### src/rtl/pipelined_ripple_adder.sv
// Pipelined ripple-carry adder: STAGES slices of WIDTH/STAGES bits, one slice per stage, valid/ready flow control.
// Define PIPELINED_RIPPLE_ADDER_OVF_EN to add the registered signed-overflow output ovf.
module pipelined_ripple_adder #(
    parameter int unsigned WIDTH  = 16,
    parameter int unsigned STAGES = 4
) (
    input  logic             clk,
    input  logic             rst_n,
    input  logic             in_valid,
    output logic             in_ready,
    input  logic [WIDTH-1:0] A,
    input  logic [WIDTH-1:0] B,
    input  logic             ci,
    output logic             out_valid,
    input  logic             out_ready,
    output logic [WIDTH-1:0] SUM,
    output logic             co
`ifdef PIPELINED_RIPPLE_ADDER_OVF_EN
   ,output logic             ovf
`endif
);

    // WIDTH must be a multiple of STAGES
    localparam int unsigned SW   = WIDTH / STAGES;
    localparam int unsigned LAST = STAGES - 1;

    logic [STAGES-1:0] r_v;
    logic [STAGES-1:0] r_c;
    logic [WIDTH-1:0]  r_a [STAGES];
    logic [WIDTH-1:0]  r_b [STAGES];
    logic [SW:0]       w_slc [STAGES];
    logic [WIDTH-1:0]  w_anx [STAGES];
    logic              w_adv;

    assign w_adv    = !out_valid || out_ready;
    assign in_ready = w_adv;

    // Stage k adds slice k; r_a carries finished sum slices below k and raw A slices above k
    always_comb begin
        for (int k = 0; k < STAGES; k++) begin
            w_slc[k] = (SW+1)'(r_a[k][k*SW +: SW]) + (SW+1)'(r_b[k][k*SW +: SW]) + (SW+1)'(r_c[k]);
            w_anx[k] = r_a[k];
            w_anx[k][k*SW +: SW] = w_slc[k][SW-1:0];
        end
    end

`ifdef PIPELINED_RIPPLE_ADDER_OVF_EN
    logic w_cmsb;

    // Carry into the MSB recovered from the MSB sum bit and its operands
    assign w_cmsb = r_a[LAST][WIDTH-1] ^ r_b[LAST][WIDTH-1] ^ w_anx[LAST][WIDTH-1];
`endif

    always_ff @(posedge clk or negedge rst_n) begin
        if (!rst_n) begin
            r_v       <= '0;
            r_c       <= '0;
            for (int k = 0; k < STAGES; k++) begin
                r_a[k] <= '0;
                r_b[k] <= '0;
            end
            out_valid <= 1'b0;
            SUM       <= '0;
            co        <= 1'b0;
`ifdef PIPELINED_RIPPLE_ADDER_OVF_EN
            ovf       <= 1'b0;
`endif
        end else if (w_adv) begin
            r_v[0] <= in_valid;
            r_a[0] <= A;
            r_b[0] <= B;
            r_c[0] <= ci;
            for (int k = 1; k < STAGES; k++) begin
                r_v[k] <= r_v[k-1];
                r_a[k] <= w_anx[k-1];
                r_b[k] <= r_b[k-1];
                r_c[k] <= w_slc[k-1][SW];
            end
            out_valid <= r_v[LAST];
            // Bubbles leave the last result in place
            if (r_v[LAST]) begin
                SUM <= w_anx[LAST];
                co  <= w_slc[LAST][SW];
`ifdef PIPELINED_RIPPLE_ADDER_OVF_EN
                ovf <= w_cmsb ^ w_slc[LAST][SW];
`endif
            end
        end
    end

endmodule

### config.mk
export PLATFORM = sky130hd
export DESIGN_NAME = pipelined_ripple_adder
export DESIGN_NICKNAME = d
export VERILOG_FILES = /design/src/rtl/pipelined_ripple_adder.sv
export SDC_FILE = /design/constraint.sdc
export NUM_CORES = 1
export LEC_CHECK = 0
export ABC_AREA = 1
export CORE_MARGIN = 2
export CORE_UTILIZATION = 45
export DETAILED_ROUTE_END_ITERATION = 8
export PLACE_DENSITY = 0.77
export SYNTH_ARGS = -nofsm -noshare
export SYNTH_HDL_FRONTEND = slang
export SYNTH_SLANG_ARGS = --single-unit
### constraint.sdc
create_clock -name clk -period 1.59 [get_ports clk]
set_input_delay 0.318 -clock clk [delete_from_list [all_inputs] [get_ports clk]]
set_output_delay 0.318 -clock clk [all_outputs]
set_load 0.1 [all_outputs]
==> impl_metrics.csv <==
group,metric,value,unit
outcome,status,"complete, no violations",
run,maxCapViolCount,0,
cells_and_area,diodes,0,
cells_and_area,multi_input_area,1900,um^2
synth,syn_area,5450,um^2
worst_setup_path,start_kind,"input port",
floorplanning,design.core.area,11900,um^2
pwr,powerDensity,2320,nW/um^2
route,vias_per_cell,4.75,
cells_and_area,regArea,3260,um^2
timing,fin_crit_sh,0.991,
floorplanning,die_area,13000,um^2
global_route,grt_pass1_wl,17.9,mm
worst_setup_path,path_class,"input port to primary output",
route,post_drt_wl_per_cell,12.4,um
floorplanning,ioPinCount,56,
worst_setup_path,end_kind,"primary output",
worst_setup_path,regToRegSetupSlack,0.04,ns
timing,slew_headroom,0.775,
timing,rsz0062_at_grt,"true",
synth,ys_seq_elements,130,
clock_network,clock_latency,0.41,ns
pwr,internal_power,9810,uW
floorplanning,fp.dieH,114,um
synth,yosysWarnings,0,
pwr,power.switching,6580,uW
place,gp_congestion,0.811,
timing,fin_skew,0.00723,ns
synth,synth_seq_area_share,0.597,
worst_setup_path,timing.rr.start,"r_c[3]",
timing,tightestPinTransition,0.337,ns
pwr,leakagePower,0.00361,uW
pwr,ir_worst_vdd,904,uV
clock_network,cts_made_buffers,17,
floorplanning,die_x,114,um
synth,synth_nets,659,
clock_network,path_clk_slew,0.06,ns
timing,period_minus_slack,1.58,ns
timing,setup_viol,0,
route,drc,0,
floorplanning,start_util,0.458,
timing,max_freq,635,MHz
min_path,hold_path.class,"input port to async pin",
route,ant_nets,0,
synth,synthCells,602,
worst_setup_path,crit_arrival,1.26,ns
cells_and_area,nNetsFinal,723,
cells_and_area,final_cell_mix,"nand2_1 (298), dfrtp_1 (129), inv_1 (37)",
clock_network,cts-root-buf,"clkbuf_16",
cells_and_area,fillers,956,
route,num_vias,3926,
timing,postLayoutSetupSlackWorst,0.0144,ns
cells_and_area,areaGrowthSynthToFinish,29.9,%
clock_network,cts_max_level,4,
clock_network,cts_buffer_depth,2,
pwr,p_seq_frac,0.345,
worst_setup_path,rr_endpoint,"SUM[13]",
synth,synthDistinctLibCells,20,
pwr,power_switching_share,0.402,
global_route,antenna_found_initial,0,
place,post-place-ws,-0.113,ns
synth,synth.avg_cell_area,9.05,um^2
worst_setup_path,reg2regPathDepth,6,
global_route,grt_max_degree,66,
pwr,pwr-share-clk,0.241,
route,drt_iter0_markers,245,
timing,slew_violations,0,
worst_setup_path,crit_fanout,7,
timing,final_hold_viol_count,0,
floorplanning,fp-row-count,40,
synth,synth_top_area_share,0.597,
route,first_pass_iters,5,
clock_network,cts_tree,"done",
place,placed_cells,789,
global_route,track_usage,0.175,
clock_network,cts_sinks,130,
synth,synth_largest_area_cell,"dfrtp_1",
cells_and_area,final_common_cell,"nand2_1",
synth,yosys-top-cells-area,"dfrtp_1 (60%), nand2_1 (21%), fa_1 (2.9%)",
place,dp_hpwl,6.68,mm
route,drt_wl_total,10.3,mm
global_route,grt_pass1_vias,3865,
cells_and_area,final_cells,826,
place,port-buffer-count,55,
worst_setup_path,cp_data_required_time,1.27,ns
cells_and_area,drive_gt1_frac,0.125,
pwr,p_comb_frac,0.414,
global_route,grt_overflow,0,
## state kept, by name (all words and copies together) (netlist names)
register / cells
r_b: 40
r_a: 64
r_c: 4
co: 1
out_valid: 1
SUM: 16
r_v: 4
## cell usage after synthesis
cell / n
a21oi_1: 5
buf_2: 15
buf_4: 2
buf_6: 4
clkbuf_1: 6
dfrtp_1: 130
fa_1: 8
ha_1: 12
inv_1: 41
inv_2: 2
nand2_1: 298
nand3_1: 11
nor2_1: 11
nor2_8: 2
o21ai_0: 24
o21ai_1: 25
o22ai_1: 2
or2_2: 2
xnor2_1: 1
xor2_1: 1
## routing by layer
| metal | GRT usage | routed length (um) |
|---|---|---|
| met5 | 0 | 0 |
| met4 | 0.0634 | 109 |
| met3 | 0.0408 | 369 |
| met2 | 0.279 | 5000 |
| met1 | 0.235 | 4790 |
## worst max path at each step
| stage | startpoint | to | slack [ns] | depth (start not counted) |
|---|---|---|---|---|
| after floorplan | out_valid | in_ready | 0.02 | 5 |
| after global placement | out_ready | in_ready | -0.12 | 4 |
| after detailed placement | out_ready | in_ready | -0.11 | 4 |
| after CTS | out_valid | in_ready | -0.04 | 4 |
| after global routing | out_valid | in_ready | -0.03 | 4 |
| final | out_ready | in_ready | 0.01 | 4 |
## worst max-delay path, cell delays in order
cell	delay, ns
clkdlybuf4s50_1	0.49
nor2_8	0.19
clkinv_8	0.09
buf_12	0.17
## kinds of logic after synthesis
family          synth area share
fa+ha+maj                 0.0569
flops                      0.597
simple gates               0.233
xor+xnor                 0.00321
compound gates            0.0519
buf+inv                   0.0585
## power groups by stage
stage	Combinational, uW	Clock, uW	Sequential (uW)
detailed placement	6560	0	5670
finish	6790	3950	5660
CTS	6710	4000	5660
global route	7560	4180	5820
global placement	6330	0	5590
floorplan	3200	0	6840
## stage by stage
stage               power [uW]  setup TNS [ns]  area, um^2  hold slack, ns  utilization
floorplan                10000               0        5460          0.0224            -
global placement         11900           -6.44        6400           0.217        0.537
detailed placement       12200           -7.49        6400           0.221        0.537
CTS                      16400         -0.0445        7040           0.336        0.591
global route             17600         -0.0308        7080           0.355        0.594
finish                   16400               0        7080           0.340        0.594
## repair_timing
action                                  4_1_cts  5_1_grt
resized for setup                             7        9
endpoints found under the setup margin        4        6
hold buffers                                  1        0
endpoints found under the hold margin        19        0
setup buffers                                 0        4
pin swaps                                     0        0
## cell type report
type | count | area share
Sequential cell | 130 | 0.460
Multi-Input combinational cell | 402 | 0.268
Timing Repair Buffer | 72 | 0.135
Clock buffer | 17 | 0.0601
Tap cell | 147 | 0.0260
Clock inverter | 15 | 0.0256
Inverter | 43 | 0.0249
No activity file was read; power rests on OpenSTA's default activity.
